==> src/rtl/if_stage_pkg.sv <==
// Shared widths and constants for the instruction-fetch stage.
// Also holds the helper that word-aligns a program counter.
package if_stage_pkg;

  localparam int INST_WIDTH = 32;
  localparam int PC_WIDTH   = 32;

  localparam logic [INST_WIDTH-1:0] NOP_INST_DEF = 32'h0000_0013;
  localparam logic [PC_WIDTH-1:0]   PC_STEP      = 32'd4;

  function automatic logic [PC_WIDTH-1:0] align_pc(input logic [PC_WIDTH-1:0] pc);
    return pc & ~(PC_WIDTH'(3));
  endfunction

endpackage

==> src/rtl/if_stage_if.sv <==
// Control, instruction-memory and IF/ID signals of the fetch stage.
// The master side is the fetch stage; the slave side is the core and memory around it.
interface if_stage_if;
  import if_stage_pkg::*;

  logic                  stall_i;
  logic                  redirect_i;
  logic [PC_WIDTH-1:0]   redirect_pc_i;
  logic                  imem_req_o;
  logic [PC_WIDTH-1:0]   imem_addr_o;
  logic [INST_WIDTH-1:0] imem_rdata_i;
  logic                  id_valid_o;
  logic [INST_WIDTH-1:0] id_inst_o;
  logic [PC_WIDTH-1:0]   id_pc_o;

  modport master (
    input  stall_i, redirect_i, redirect_pc_i, imem_rdata_i,
    output imem_req_o, imem_addr_o, id_valid_o, id_inst_o, id_pc_o
  );

  modport slave (
    output stall_i, redirect_i, redirect_pc_i, imem_rdata_i,
    input  imem_req_o, imem_addr_o, id_valid_o, id_inst_o, id_pc_o
  );

endinterface

==> src/rtl/if_stage_fetch_skid.sv <==
// One-entry holding register for a memory response that arrives while decode is stalled.
// Flush has priority over capture, capture over drain.
module fetch_skid
  import if_stage_pkg::*;
(
  input  logic                  clk,
  input  logic                  rst_n,
  input  logic                  i_capture,
  input  logic                  i_drain,
  input  logic                  i_flush,
  input  logic                  i_valid,
  input  logic [INST_WIDTH-1:0] i_inst,
  input  logic [PC_WIDTH-1:0]   i_pc,
  output logic                  o_skid_v,
  output logic [INST_WIDTH-1:0] o_skid_inst,
  output logic [PC_WIDTH-1:0]   o_skid_pc
);

  logic                  r_skid_v;
  logic [INST_WIDTH-1:0] r_skid_inst;
  logic [PC_WIDTH-1:0]   r_skid_pc;
  logic                  w_load;

  assign w_load = i_capture && i_valid;

  always_ff @(posedge clk or negedge rst_n) begin
    if (!rst_n) begin
      r_skid_v <= 1'b0;
    end else if (i_flush) begin
      r_skid_v <= 1'b0;
    end else if (w_load) begin
      r_skid_v <= 1'b1;
    end else if (i_drain) begin
      r_skid_v <= 1'b0;
    end
  end

  // Payload is qualified by r_skid_v, so it carries no reset.
  always_ff @(posedge clk) begin
    if (w_load) begin
      r_skid_inst <= i_inst;
      r_skid_pc   <= i_pc;
    end
  end

  assign o_skid_v    = r_skid_v;
  assign o_skid_inst = r_skid_inst;
  assign o_skid_pc   = r_skid_pc;

endmodule

==> src/rtl/if_stage.sv <==
// RV32 instruction-fetch stage: PC, synchronous-imem response tracking,
// one-entry stall skid and the IF/ID pipeline register.
module if_stage
  import if_stage_pkg::*;
#(
  parameter logic [PC_WIDTH-1:0]   RESET_PC = 32'h0000_0000,
  parameter logic [INST_WIDTH-1:0] NOP_INST = NOP_INST_DEF
) (
  input  logic       clk,
  input  logic       rst_n,
  if_stage_if.master bus
);

  logic                  w_stall;
  logic                  w_redirect;
  logic                  w_fetch;
  logic                  w_req;

  logic [PC_WIDTH-1:0]   r_pc_p0;
  logic                  r_resp_vld_p1;
  logic [PC_WIDTH-1:0]   r_resp_pc_p1;

  logic                  w_skid_v;
  logic [INST_WIDTH-1:0] w_skid_inst;
  logic [PC_WIDTH-1:0]   w_skid_pc;

  logic                  w_ld_vld;
  logic [INST_WIDTH-1:0] w_ld_inst;
  logic [PC_WIDTH-1:0]   w_ld_pc;

  logic                  r_id_vld_p2;
  logic [INST_WIDTH-1:0] r_id_inst_p2;
  logic [PC_WIDTH-1:0]   r_id_pc_p2;

  assign w_stall    = bus.stall_i;
  assign w_redirect = bus.redirect_i;
  assign w_fetch    = !w_stall && !w_redirect;
  assign w_req      = rst_n && w_fetch;

  assign bus.imem_req_o  = w_req;
  assign bus.imem_addr_o = r_pc_p0;

  // p0 -> p1: PC advance and request tracking; redirect drops anything in flight
  always_ff @(posedge clk or negedge rst_n) begin
    if (!rst_n) begin
      r_pc_p0       <= RESET_PC;
      r_resp_vld_p1 <= 1'b0;
    end else begin
      r_resp_vld_p1 <= w_fetch;
      if (w_redirect) begin
        r_pc_p0 <= align_pc(bus.redirect_pc_i);
      end else if (w_fetch) begin
        r_pc_p0 <= r_pc_p0 + PC_STEP;
      end
    end
  end

  always_ff @(posedge clk) begin
    r_resp_pc_p1 <= r_pc_p0;
  end

  fetch_skid u_skid (
    .clk         (clk),
    .rst_n       (rst_n),
    .i_capture   (w_stall && !w_redirect),
    .i_drain     (w_fetch),
    .i_flush     (w_redirect),
    .i_valid     (r_resp_vld_p1),
    .i_inst      (bus.imem_rdata_i),
    .i_pc        (r_resp_pc_p1),
    .o_skid_v    (w_skid_v),
    .o_skid_inst (w_skid_inst),
    .o_skid_pc   (w_skid_pc)
  );

  // p1 -> p2: a held skid entry is always older than the live response
  always_comb begin
    w_ld_vld  = r_resp_vld_p1;
    w_ld_inst = r_resp_vld_p1 ? bus.imem_rdata_i : NOP_INST;
    w_ld_pc   = r_resp_pc_p1;
    if (w_skid_v) begin
      w_ld_vld  = 1'b1;
      w_ld_inst = w_skid_inst;
      w_ld_pc   = w_skid_pc;
    end
  end

  always_ff @(posedge clk or negedge rst_n) begin
    if (!rst_n) begin
      r_id_vld_p2  <= 1'b0;
      r_id_inst_p2 <= NOP_INST;
      r_id_pc_p2   <= '0;
    end else if (w_redirect) begin
      r_id_vld_p2  <= 1'b0;
      r_id_inst_p2 <= NOP_INST;
    end else if (w_fetch) begin
      r_id_vld_p2  <= w_ld_vld;
      r_id_inst_p2 <= w_ld_inst;
      r_id_pc_p2   <= w_ld_pc;
    end
  end

  assign bus.id_valid_o = r_id_vld_p2;
  assign bus.id_inst_o  = r_id_inst_p2;
  assign bus.id_pc_o    = r_id_pc_p2;

endmodule

==> src/flat_wrapper.sv <==
// flat-port wrapper written by rule: the top's interface ports become plain ports
module if_stage_flat import if_stage_pkg::*;
#(
  parameter logic [PC_WIDTH-1:0]   RESET_PC = 32'h0000_0000,
  parameter logic [INST_WIDTH-1:0] NOP_INST = NOP_INST_DEF
)
  (clk, rst_n, bus_stall_i, bus_redirect_i, bus_redirect_pc_i, bus_imem_rdata_i, bus_imem_req_o, bus_imem_addr_o, bus_id_valid_o, bus_id_inst_o, bus_id_pc_o);
  if_stage_if bus_i ();
  input  logic clk;
  input  logic rst_n;
  input wire logic [$bits(bus_i.stall_i)-1:0] bus_stall_i;
  input wire logic [$bits(bus_i.redirect_i)-1:0] bus_redirect_i;
  input wire logic [$bits(bus_i.redirect_pc_i)-1:0] bus_redirect_pc_i;
  input wire logic [$bits(bus_i.imem_rdata_i)-1:0] bus_imem_rdata_i;
  output wire logic [$bits(bus_i.imem_req_o)-1:0] bus_imem_req_o;
  output wire logic [$bits(bus_i.imem_addr_o)-1:0] bus_imem_addr_o;
  output wire logic [$bits(bus_i.id_valid_o)-1:0] bus_id_valid_o;
  output wire logic [$bits(bus_i.id_inst_o)-1:0] bus_id_inst_o;
  output wire logic [$bits(bus_i.id_pc_o)-1:0] bus_id_pc_o;
  assign bus_i.stall_i = bus_stall_i;
  assign bus_i.redirect_i = bus_redirect_i;
  assign bus_i.redirect_pc_i = bus_redirect_pc_i;
  assign bus_i.imem_rdata_i = bus_imem_rdata_i;
  assign bus_imem_req_o = bus_i.imem_req_o;
  assign bus_imem_addr_o = bus_i.imem_addr_o;
  assign bus_id_valid_o = bus_i.id_valid_o;
  assign bus_id_inst_o = bus_i.id_inst_o;
  assign bus_id_pc_o = bus_i.id_pc_o;
  if_stage #(.RESET_PC(RESET_PC), .NOP_INST(NOP_INST)) u_core (.clk(clk), .rst_n(rst_n), .bus(bus_i));
endmodule
==> config.mk <==
export PLATFORM = sky130hd
export DESIGN_NAME = if_stage_flat
export DESIGN_NICKNAME = d
export VERILOG_FILES = /design/src/rtl/if_stage_pkg.sv /design/src/rtl/if_stage_if.sv /design/src/rtl/if_stage_fetch_skid.sv /design/src/rtl/if_stage.sv /design/src/flat_wrapper.sv
export SDC_FILE = /design/constraint.sdc
export NUM_CORES = 1
export LEC_CHECK = 0
export BUFFER_PORTS_ARGS = -buffer_cell sky130_fd_sc_hd__buf_4
export CAP_MARGIN = 20
export CORE_ASPECT_RATIO = 1.2
export CORE_UTILIZATION = 37
export CTS_BUF_LIST = sky130_fd_sc_hd__clkbuf_16
export DETAILED_ROUTE_END_ITERATION = 8
export HOLD_SLACK_MARGIN = 0.15
export PLACE_DENSITY = 0.65
export RECOVER_POWER = 50
export SETUP_SLACK_MARGIN = 0.4
export SLEW_MARGIN = 20
export SYNTH_ARGS = -nofsm -noshare
export SYNTH_HDL_FRONTEND = slang
export SYNTH_SLANG_ARGS = --single-unit
export TNS_END_PERCENT = 1
==> constraint.sdc <==
create_clock -name clk -period 5.9 [get_ports clk]
set_clock_uncertainty 0.05 [all_clocks]
set_input_delay 0.295 -clock clk [delete_from_list [all_inputs] [get_ports clk]]
set_output_delay 0.295 -clock clk [all_outputs]
set_load 0.02 [all_outputs]
# Word-level counts from Yosys, hierarchy flattened
# Cells that the tools add are included.
# word_totals
ramBits	0
ff_bits	195
out_inout_bits	98
elab_cells	33
romBits	0
latch_bits	0
input_bits	68
n_memories	0
# classes
bitwise	1
n_lt_le_gt_ge	0
add_sub_neg	1
n_shift	0
mul	0
eq_ne	0
muxes	13
n_reduce_logical	9
n_div	0
# op_table
cell	n
2-to-1 mux 32 bit	7
adder 32 x 3 -> 32 bit, second input constant	1
2-to-1 mux 1 bit	6
logical AND 1 bit	4
nonzero test 3 bit	1
logical NOT 1 bit	2
AND reduction 2 bit	1
nonzero test 2 bit	1
NOT 1 bit	1

# Longest topological paths before layout
# Gate-level depths: netlist of run 1.
# logic_depth
word_depth	5
ltp_mapped	7
ltp_nobuf	5

# By module
# A second synthesis of run 1 with hierarchy kept.
# hier_totals
hier_cells	615
area_unflattened_um2	7294.5
# by_module_without_submodules
mod	instances	area_per_inst_um2	seq_area_each_um2	cells_per_inst
if_stage	1	5325.1	3006.6	546
fetch_skid	1	1969.4	1946.9	69

# Worst setup path before layout of run 1
# No wires, ideal clock.
# synth_timing
kind	input to register
startpoint	input port bus_stall_i
endpoint	register u_core.u_skid.r_skid_inst[0], in the netlist u_core.u_skid.o_skid_inst[0], enable pin
slack_ns	3.074
required_time_ns	5.423
arrival_time_ns	2.349
setup_ns	0.427
cell_stages	3
path_buffers	2
path_cell_list	clkbuf_1 -> clkbuf_1 -> and3_1
# synth_between
elab_chain_cells	2
# synth_lines
item	line	rtl
from (decl)	flat_wrapper.sv:11	input wire logic [$bits(bus_i.stall_i)-1:0] bus_stall_i;
logical AND 1 bit	if_stage.sv:65	.i_capture (w_stall && !w_redirect),
logical AND 1 bit	if_stage_fetch_skid.sv:24	assign w_load = i_capture && i_valid;
via u_core.u_skid.w_load	if_stage_fetch_skid.sv:22	logic w_load;
to (signal assigned)	if_stage_fetch_skid.sv:41	r_skid_inst <= i_inst;
to (decl)	if_stage_fetch_skid.sv:20	logic [INST_WIDTH-1:0] r_skid_inst;
# The timed path passes the listed nets, and every way through them passes these cells.
# A chain may end at the register's enable or synchronous reset.

# Worst setup path after layout of run 1
# layout_timing
startpoint	input port rst_n
endpoint	output port bus_imem_req_o
# layout_between
elab_chain_cells	1
# layout_lines
item	line	rtl
from (decl)	flat_wrapper.sv:10	input logic rst_n;
logical AND 1 bit	if_stage.sv:38	assign w_req = rst_n && w_fetch;
to (decl)	flat_wrapper.sv:15	output wire logic [$bits(bus_i.imem_req_o)-1:0] bus_imem_req_o;
# No other way between the ends.

==> results.yml, run 1 <==
worst_setup_path:
  crit_arrival_ns: 3.29
  startpoint_type: "input pin"
  r2r_slack_ns: 3.36
  crit_fanout: 49
  r2r_start: "u_core.bus.imem_addr_o[2]$_DFFE_PN0N_"
  cpPeakStageDelay_ns: 1.93
  crit_type: "in -> out"
  crit_path_end: "bus_imem_req_o"
  cpMaxStageDelayCell: "clkbuf_1"
  worstReg2RegEnd: "u_core.bus.imem_addr_o[20]$_DFFE_PN0N_"
  worstPathRequired_ns: 5.56
  crit_start: "rst_n"
  rr_worst_depth: 5
  cp_cell_sequence: "dlygate4sd3_1 > clkbuf_1 > and2_1 > buf_4"
  critPathCaptureType: "primary output"
die:
  dieArea_um2: 20200
  dieHeight_um: 155
  die_w_um: 130
  ioPinCount: 166
  rows: 55
  core_um2: 19100
  start_util_pct: 38.1
global_route:
  grt_max_degree: 72
  grt.total_usage_pct: 17.8
  grt_pass1_wl_um: 27600
  antenna_found_initial: 0
  grt_pass1_vias: 5388
  overflow: 0
placement:
  dpl.hpwl_um: 11100
  io_buffers: 159
  place_area_um2: 8620
  pre_cts_ws_ns: 2.57
  place_congestion: 0.764
cells_and_area:
  layout-drive-gt1-share_pct: 15.0
  layout.nets: 861
  fillers: 1765
  insertedDiodeCount: 0
  postLayoutCellArea_um2: 9500
  area_growth_pct: 30.9
  post-route-util_pct: 49.8
synthesis:
  netlist_instances: 587
  yosys.area_share.simple_pct: 13.9
  synth_cell_types: 52
  synthArstFlopShare_pct: 50.8
  yosysWarnings: 0
  ys_ff_latch: 187
  synthFlopType: "dfrtp_1"
  synth_top_family_by_area: "simple AND/OR/NAND/NOR gates"
  synthAdderAreaFrac_pct: 0.172
  netlist_area_um2: 7260
  muxShareOfSynthArea_pct: 4.55
  synth_edf_count: 62
  synth-xor-area-share_pct: 1.45
  syn_area_per_cell_um2: 12.4
  synth-compound-area-share_pct: 10.1
  synth.yosys.seq_area_share_pct: 66.7
route:
  drt_wl_total_um: 17600
  vias_per_cell: 5.06
  dr_total_vias: 5371
  wl_per_cell_um: 16.6
  first_pass_iters: 5
  drc: 0
  drt-initial-drc-count: 270
  drtAntennaViolNets: 0
sta:
  worst_pin_slew_ns: 2.74
  fin_hold_ws_ns: 0.383
  period_share_pct: 61.6
  drv_slew: 50
  finalCriticalPeriod_ns: 3.63
  max_freq_mhz: 275
  final-hold-violation-count: 0
  timing.setup.tns_ns: 0
  rsz0062_at_grt: "no"
  finalWorstSetupSlack_ns: 2.27
  max_slew_margin_pct: -82.8
  setup_viol: 0
power_and_ir_drop:
  vdd_drop_max_uv: 205
  power.leakage_nw: 3.70
  power_density_nw_per_um2: 312
clocking:
  insertion_delay_ns: 0.42
  post_cts_buffers: 0
  root_buffer: "clkbuf_16"
  post_cts_resized: 0
  cts.sinks: 187
  htreeDepth: 4
  clkTransAtPathRegs_ns: 0.06
  clock_path_buffers: 2
  cts_tree: "built"
  cts_made_buffers: 17
hold_path:
  hp-class: "reg -> reg"
  holdPathStages: 0
outcome:
  violations: "max-capacitance violations, max-slew violations"
  status: "finished with violations"
run:
  cap_violations: 1
-- power breakdown --
| group | leakage, nW | switching [mW] | internal (mW) |
|---|---|---|---|
| clock network | 0.271 | 0.470 | 0.598 |
| registers | 1.99 | 0.0755 | 1.44 |
| logic | 1.44 | 0.234 | 0.151 |
| total | 3.70 | 0.780 | 2.19 |
-- final cells by class --
class                      instances  area, um^2  share of cell area [%]
clock buffer                      18         450                    4.74
clock inverter                    14         105                    1.11
inverter                           7        26.3                   0.277
multi-input combinational        352        2200                    23.2
sequential                       187        4840                    51.0
tap                              256         320                    3.37
timing repair buffer             227        1550                    16.3
-- metrics by stage --
stage	total power, mW	std cells
after floorplan	1.73	590
final	2.97	1061
after global placement	1.93	966
after global routing	3.09	1061
after detailed placement	1.94	966
after CTS	3.05	1061
-- cell usage after synthesis (2+ instances only) --
master | instances | area, um^2
buf_1 | 2 | 7.51
o31ai_1 | 10 | 75.1
nand2_1 | 56 | 210
mux2i_1 | 33 | 330
dfrtp_1 | 92 | 2300
buf_2 | 2 | 10.0
o21ai_0 | 46 | 230
buf_4 | 4 | 30.0
and2_1 | 2 | 12.5
nand3_1 | 10 | 50.1
nor4_1 | 2 | 12.5
nor2b_1 | 31 | 194
clkbuf_1 | 34 | 128
xnor2_1 | 5 | 43.8
xor2_1 | 7 | 61.3
inv_1 | 6 | 22.5
or3_1 | 3 | 18.8
dfstp_2 | 3 | 78.8
a221oi_1 | 30 | 263
edfxtp_1 | 62 | 1860
a31oi_1 | 15 | 93.8
dfxtp_1 | 30 | 601
or4_1 | 12 | 90.1
a21oi_1 | 3 | 15.0
nand4_1 | 8 | 50.1
nor3_1 | 32 | 160
and2_2 | 2 | 15.0
nor2_1 | 21 | 78.8
-- worst min path at each step --
stage	from	to	slack (ns)
global placement	rst_n	u_core.bus.id_inst_o[17]$_DFFE_PN0N_	0.30
floorplan	rst_n	u_core.bus.id_inst_o[10]$_DFFE_PN0N_	-0.05
global route	u_core.r_resp_pc_p1[12]$_DFF_P_	u_core.u_skid.o_skid_pc[12]$_DFFE_PP_	0.40
finish	u_core.r_resp_pc_p1[16]$_DFF_P_	u_core.u_skid.o_skid_pc[16]$_DFFE_PP_	0.38
CTS	bus_redirect_i	u_core.bus.imem_addr_o[2]$_DFFE_PN0N_	0.37
detailed placement	rst_n	u_core.bus.id_inst_o[17]$_DFFE_PN0N_	0.32
-- routing by layer --
metal | vias to the layer above | GRT usage (%) | wire length [um]
met4 | 0 | 7.75 | 342
li1 | 2556 | - | -
met5 | - | 0 | 0
met3 | 27 | 3.23 | 733
met1 | 2619 | 21.8 | 7660
met2 | 169 | 30.6 | 8840
-- cell usage in the layout, fill, tap and decap left out, types with 4 or more instances in the layout --
cell type	n
conb_1	4
clkbuf_1	83
clkbuf_16	18
a31oi_1	15
dlygate4sd3_1	63
or4_1	12
o31ai_1	10
mux2i_1	33
nand2_1	56
dfrtp_1	91
a221oi_1	30
nor3_1	32
nor2b_1	30
clkbuf_4	23
clkinv_1	5
nor2_1	21
xor2_1	7
buf_4	58
edfxtp_1	62
nand3_1	10
dfxtp_1	30
inv_1	9
o21ai_0	46
nand4_1	8
xnor2_1	5
-- cells by family after synthesis --
| kind of cell | Yosys count |
|---|---|
| other cells | 1 |
| buf+inv | 51 |
| xor+xnor | 12 |
| mux | 33 |
| compound gates | 110 |
| simple gates | 192 |
| fa+ha+maj | 1 |
| flops | 187 |
-- critical path: cells and delay by family --
family	cells	cell delay [ns]
buf+inv	3	2.62
simple gates	1	0.35
-- flip-flops by register name, indices dropped and copies added (netlist names) --
name                       flops
u_core.bus.id_inst_o          32
u_core.u_skid.o_skid_inst     32
u_core.bus.id_pc_o            30
u_core.bus.imem_addr_o        30
u_core.r_resp_pc_p1           30
u_core.u_skid.o_skid_pc       30
u_core.bus.id_valid_o          1
u_core.r_resp_vld_p1           1
u_core.u_skid.o_skid_v         1
-- repair_timing --
action / in CTS / in global routing
endpoints found under the hold margin: 128 / 0
endpoints found under the setup margin: 0 / 0
hold buffers: 63 / 0
(Power assumes the default switching activity.)
==> run 2: changes to the inputs <==
==> constraint.sdc (replaced) <==
create_clock -name clk -period 3.8 [get_ports clk]
set_clock_uncertainty 0.05 [all_clocks]
set_input_delay 0.19 -clock clk [delete_from_list [all_inputs] [get_ports clk]]
set_output_delay 0.19 -clock clk [all_outputs]
set_load 0.02 [all_outputs]
==> run 2 against run 1 <==
- the flow now finishes without violations
- total power up 63%
- clock power up 76%
- sequential power up 56%
- register-to-register slack worse by 2.1 ns
- highest routed layer unchanged
==> results.yml, run 2 (same netlist as run 1, synthesis figures left out) <==
die:
  dieArea_um2: 20200
  rows: 55
  core_um2: 19100
  dieHeight_um: 155
  die_w_um: 130
  ioPinCount: 166
  start_util_pct: 38.1
sta:
  finalWorstSetupSlack_ns: 1.23
  period_share_pct: 67.5
  max_freq_mhz: 390
  final-hold-violation-count: 0
  timing.setup.tns_ns: 0
  max_slew_margin_pct: 36.9
  worst_pin_slew_ns: 0.946
  setup_viol: 0
  drv_slew: 0
  rsz0062_at_grt: "no"
  finalCriticalPeriod_ns: 2.57
global_route:
  overflow: 0
  antenna_found_initial: 0
  grt_pass1_vias: 5440
  grt_pass1_wl_um: 28300
  grt.total_usage_pct: 18.4
  grt_max_degree: 72
placement:
  place_congestion: 0.789
  io_buffers: 159
  dpl.hpwl_um: 11600
  pre_cts_ws_ns: 1.29
worst_setup_path:
  cp_top_family: "simple AND/OR/NAND/NOR gates"
  cpPeakStageDelay_ns: 0.67
  crit_arrival_ns: 2.86
  worstPathRequired_ns: 4.10
  startpoint_type: "register"
  crit_start: "u_core.bus.imem_addr_o[2]$_DFFE_PN0N_"
  cpMaxStageDelayCell: "or4_1"
  cp_cell_sequence: "ha_1 > and4b_1 > nand4_1 > or4_1 > a31oi_1"
  cp_num_buf_inv: 0
  critPathCaptureType: "register"
  crit_fanout: 14
  crit_type: "reg -> reg"
  r2r_start: "u_core.bus.imem_addr_o[2]$_DFFE_PN0N_"
clocking:
  cts_tree: "built"
  cts_made_buffers: 17
  post_cts_resized: 0
  htreeDepth: 4
  clock_path_buffers: 2
  insertion_delay_ns: 0.43
  root_buffer: "clkbuf_16"
  cts.sinks: 187
  clkTransAtPathRegs_ns: 0.07
route:
  dr_total_vias: 5440
  drc: 0
  drtAntennaViolNets: 0
  drt-initial-drc-count: 365
  wl_per_cell_um: 16.7
  drt_wl_total_um: 17700
  vias_per_cell: 5.12
  first_pass_iters: 5
cells_and_area:
  insertedDiodeCount: 0
  seq_area_um2: 4840
  layout_commonest_cell: "clkbuf_1"
  multi_input_area_um2: 2200
  layout.nets: 863
  layout-drive-gt1-share_pct: 14.7
  area_growth_pct: 31.7
  mostFrequentLayoutCells: "93 x clkbuf_1, 91 x dfrtp_1, 63 x dlygate4sd3_1, 62 x edfxtp_1, 56 x nand2_1"
  fillers: 1756
run:
  cap_violations: 0
hold_path:
  hp-class: "in -> reg"
  min_from: "bus_redirect_i"
power_and_ir_drop:
  power.leakage_nw: 3.70
  power_density_nw_per_um2: 505
  vdd_drop_max_uv: 310
outcome:
  status: "finished clean"
## run 2: cell types whose count changed in the layout (fill, tap and decap cells not counted), sizes merged
| cell | change |
|---|---|
| bufinv | +2 |
| clkbuf | +2 |
| clkinv | -3 |
| inv | +3 |
| buf | -1 |
| clkinvlp | -1 |
## run 2: timing repair
| action | 4_1_cts | 5_1_grt |
|---|---|---|
| hold buffers | 63 | 0 |
| hold endpoints to repair | 139 | 0 |
| setup buffers | 0 | 0 |
## run 2: through the flow
step,power (mW),cell area (um^2),cells,util [%],hold slack [ns]
detailed placement,3.02,8650,968,45.4,0.203
finish,4.82,9560,1063,50.1,0.174
CTS,4.95,9910,1063,52.0,0.154
floorplan,2.69,7270,590,-,-0.156
global placement,3.00,8650,968,45.4,0.186
global route,5.01,9560,1063,50.1,0.179
## run 2: path summary, 6_finish.rpt
| path | slack, ns | depth (start not counted) | endpoint |
|---|---|---|---|
| worst max-delay path | 1.23 | 5 | u_core.bus.imem_addr_o[26]$_DFFE_PN0N_ |
| worst min-delay path | 0.17 | 2 | u_core.bus.id_inst_o[13]$_DFFE_PN0N_ |
| worst max register to register | 1.23 | 5 | u_core.bus.imem_addr_o[26]$_DFFE_PN0N_ |
| worst min register to register | 0.38 | 0 | u_core.r_resp_pc_p1[12]$_DFF_P_ |
| max in group asynchronous | 2.29 | 3 | u_core.bus.id_inst_o[2]$_DFFE_PN0N_ |
| min in group asynchronous | 0.27 | 2 | u_core.bus.id_inst_o[21]$_DFFE_PN0N_ |
## run 2: layer usage
metal  routed length [um]  global-route usage, %  up-vias
li1                     -                      -     2568
met1                 7790                   23.2     2685
met2                 8950                   31.0      167
met3                  608                   2.75       20
met4                  391                   8.31        0
met5                    0                      0        -
## run 2: cell type report
class | instances | share of cell area, %
Clock inverter | 15 | 2.15
Inverter | 7 | 0.275
Multi-Input combinational cell | 352 | 23.0
Tap cell | 256 | 3.35
Timing Repair Buffer | 229 | 16.0
Clock buffer | 17 | 4.45
Sequential cell | 187 | 50.7
## run 2: power breakdown
part	switching (mW)	internal, mW	total [mW]
Sequential	0.120	2.23	2.35
Combinational	0.361	0.229	0.590
Clock	0.819	1.06	1.88
==> run 3: changes to the inputs <==
--- a/config.mk
+++ b/config.mk
@@ -5,6 +5,7 @@
 export SDC_FILE = /design/constraint.sdc
 export NUM_CORES = 1
 export LEC_CHECK = 0
+export ABC_AREA = 1
 export BUFFER_PORTS_ARGS = -buffer_cell sky130_fd_sc_hd__buf_4
 export CAP_MARGIN = 20
 export CORE_ASPECT_RATIO = 1.2
@@ -12,7 +13,7 @@
 export CTS_BUF_LIST = sky130_fd_sc_hd__clkbuf_16
 export DETAILED_ROUTE_END_ITERATION = 8
 export HOLD_SLACK_MARGIN = 0.15
-export PLACE_DENSITY = 0.65
+export PLACE_DENSITY = 0.67
 export RECOVER_POWER = 50
 export SETUP_SLACK_MARGIN = 0.4
 export SLEW_MARGIN = 20
==> constraint.sdc (replaced) <==
create_clock -name clk -period 2.1 [get_ports clk]
set_clock_uncertainty 0.05 [all_clocks]
set_input_delay 0.105 -clock clk [delete_from_list [all_inputs] [get_ports clk]]
set_output_delay 0.105 -clock clk [all_outputs]
set_load 0.02 [all_outputs]
==> run 3 against run 2 <==
- clock power increased by 65%
- worst setup slack worse by 0.84 ns
- via count up 15%
- global-route usage rose by 1.8 points
- flip-flop and latch count did not move
- register-to-register slack lost 0.84 ns
- combinational power up 110%
- total power grew 78%
- critical endpoint is now u_core.bus.imem_addr_o[24]$_DFFE_PN0N_
- highest routed layer unchanged
==> results.yml, run 3 <==
sta:
  rsz0062_at_grt: "yes"
  setup_viol: 0
  max_slew_margin_pct: 19.3
  final-hold-violation-count: 0
  finalCriticalPeriod_ns: 1.71
  fin_hold_ws_ns: 0.205
  drv_slew: 0
  worst_pin_slew_ns: 1.21
  timing.setup.tns_ns: 0
  max_freq_mhz: 586
  period_share_pct: 81.2
clocking:
  insertion_delay_ns: 0.43
  post_cts_buffers: 0
  cts_tree: "built"
  clock_path_buffers: 2
  cts.sinks: 187
  cts_made_buffers: 17
  clkTransAtPathRegs_ns: 0.07
  htreeDepth: 4
  root_buffer: "clkbuf_16"
synthesis:
  netlist_instances: 788
  synthArstFlopShare_pct: 50.8
  yosys.area.top_type: "dfrtp_1"
  yosysMostFrequentCell: "nand2_1"
  ys_ff_latch: 187
  netlist_area_um2: 7650
  synth.area.top_cells: "dfrtp_1 30%, edfxtp_1 24%, nand2_1 10%, dfxtp_1 7.8%, o21ai_0 6.9%"
  yosysWarnings: 0
  synthFlopType: "dfrtp_1"
  synth_common_cells: "210 x nand2_1, 106 x o21ai_0, 92 x dfrtp_1"
  synth_cell_types: 35
  syn_area_per_cell_um2: 9.71
  netlist.area_leader.share_pct: 30.1
  synth.yosys.seq_area_share_pct: 63.3
  synth_edf_count: 62
global_route:
  antenna_found_initial: 0
  overflow: 0
  grt_max_degree: 59
  grt_pass1_vias: 6301
  grt.total_usage_pct: 20.2
  grt_pass1_wl_um: 33200
cells_and_area:
  insertedDiodeCount: 0
  post-route-util_pct: 50.4
  area_growth_pct: 33.4
  mostFrequentLayoutCells: "210 x nand2_1, 109 x buf_4, 106 x o21ai_0, 91 x dfrtp_1, 77 x nor2_1"
  layout_commonest_cell: "nand2_1"
  layout-drive-gt1-share_pct: 18.4
  layout.nets: 1084
route:
  wl_per_cell_um: 15.9
  drt_wl_total_um: 20500
  drc: 0
  vias_per_cell: 4.83
  drtAntennaViolNets: 0
  first_pass_iters: 5
  drt-initial-drc-count: 310
  dr_total_vias: 6240
die:
  die_w_um: 133
  rows: 57
  core_um2: 20300
  dieArea_um2: 21300
  dieHeight_um: 160
  start_util_pct: 37.8
  ioPinCount: 166
worst_setup_path:
  worstPathRequired_ns: 2.36
  crit_type: "reg -> reg"
  crit_fanout: 6
  critPathCaptureType: "register"
  crit_arrival_ns: 1.96
  startpoint_type: "register"
power_and_ir_drop:
  switching_power_mw: 2.41
  seq_power_share_pct: 49.6
  power.leakage_nw: 4.37
  vdd_drop_max_uv: 572
  p_int_mw: 6.20
  netSwitchingFraction_pct: 28.0
  combPwrFrac_pct: 14.3
  power_density_nw_per_um2: 843
  clkPwrFrac_pct: 36.1
placement:
  place_congestion: 0.831
  io_buffers: 159
  dpl.hpwl_um: 13600
hold_path:
  hp-class: "in -> reg"
run:
  cap_violations: 0
outcome:
  status: "finished clean"
run 3: cell count changes after synthesis, moves of 31 or more:
cell	delta
inv_1	+45
mux2i_1	-33
nand2_1	+154
nor2_1	+59
nor2b_1	-31
nor3_1	-32
o21ai_0	+60
run 3: cell type report:
type | count | area [um^2]
Clock buffer | 17 | 425
Clock inverter | 15 | 139
Fill cell | 1925 | 10000
Inverter | 54 | 203
Multi-Input combinational cell | 512 | 2450
Sequential cell | 187 | 4840
Tap cell | 265 | 332
Timing Repair Buffer | 243 | 1830
run 3: path summary, 6_finish.rpt:
path / start / end / slack (ns) / cells past startpoint
worst max-delay path: u_core.bus.imem_addr_o[3]$_DFFE_PN0N_ / u_core.bus.imem_addr_o[24]$_DFFE_PN0N_ / 0.39 / 10
worst min-delay path: bus_redirect_i / u_core.bus.imem_addr_o[11]$_DFFE_PN0N_ / 0.20 / 4
min in group asynchronous: rst_n / u_core.bus.id_inst_o[1]$_DFFE_PN1N_ / 0.52 / 2
worst max register to register: u_core.bus.imem_addr_o[3]$_DFFE_PN0N_ / u_core.bus.imem_addr_o[24]$_DFFE_PN0N_ / 0.39 / 10
worst min register to register: u_core.r_resp_pc_p1[24]$_DFF_P_ / u_core.u_skid.o_skid_pc[24]$_DFFE_PP_ / 0.38 / 0
max in group asynchronous: rst_n / u_core.bus.id_pc_o[11]$_DFFE_PN0P_ / 0.48 / 3
run 3: what timing repair did:
item | 4_1_cts | 5_1_grt
hold buffers | 64 | 1
setup endpoints to repair | 1 | 11
hold endpoints to repair | 187 | 21
pin swaps | 0 | 0
gates resized for setup | 1 | 7
run 3: per-stage QoR:
stage	setup WS, ns	instance area (um^2)	total power [mW]	std cells
floorplan	0.148	7680	4.90	791
global placement	0.444	9170	5.51	1196
detailed placement	0.393	9170	5.54	1196
CTS	0.401	10400	8.75	1292
global route	0.231	10200	9.01	1293
finish	0.394	10200	8.61	1293
run 3: cells by family (layout without fill, tap and decap cells):
| kind of cell | count (synthesis) | count (layout) | synth area share (%) |
|---|---|---|---|
| simple gates | 340 | 340 | 18.5 |
| fa+ha+maj | 1 | 1 | 0.163 |
| xor+xnor | 8 | 8 | 0.915 |
| compound gates | 159 | 159 | 11.9 |
| other cells | 1 | 4 | 0.0490 |
| buf+inv | 92 | 329 | 5.18 |
| flops | 187 | 187 | 63.3 |
run 3: routing by layer:
layer	GRT usage, %	vias to the layer above	part of all wire, %
met1	26.3	2965	44
met5	0	-	0
met4	6.61	0	1.7
met3	3.79	25	5.0
li1	-	3068	-
met2	33.5	182	49
run 3: power by group through the flow:
stage                     combinational, mW  sequential (mW)  clock [mW]
after detailed placement               1.19             4.35           0
after CTS                              1.29             4.27        3.19
after global placement                 1.18             4.33           0
after floorplan                       0.406             4.49           0
final                                  1.23             4.27        3.11
after global routing                   1.35             4.31        3.35
run 3: worst max-delay path: stages (launching register included):
cell and delay, ns:
dfrtp_1 0.45, ha_2 0.26, inv_1 0.09, nor2_4 0.19, nand2_2 0.12, nor2_4 0.13, nand2_1 0.06, nand2_1 0.05
nand2_1 0.05, nand2_1 0.05, nand2_1 0.07
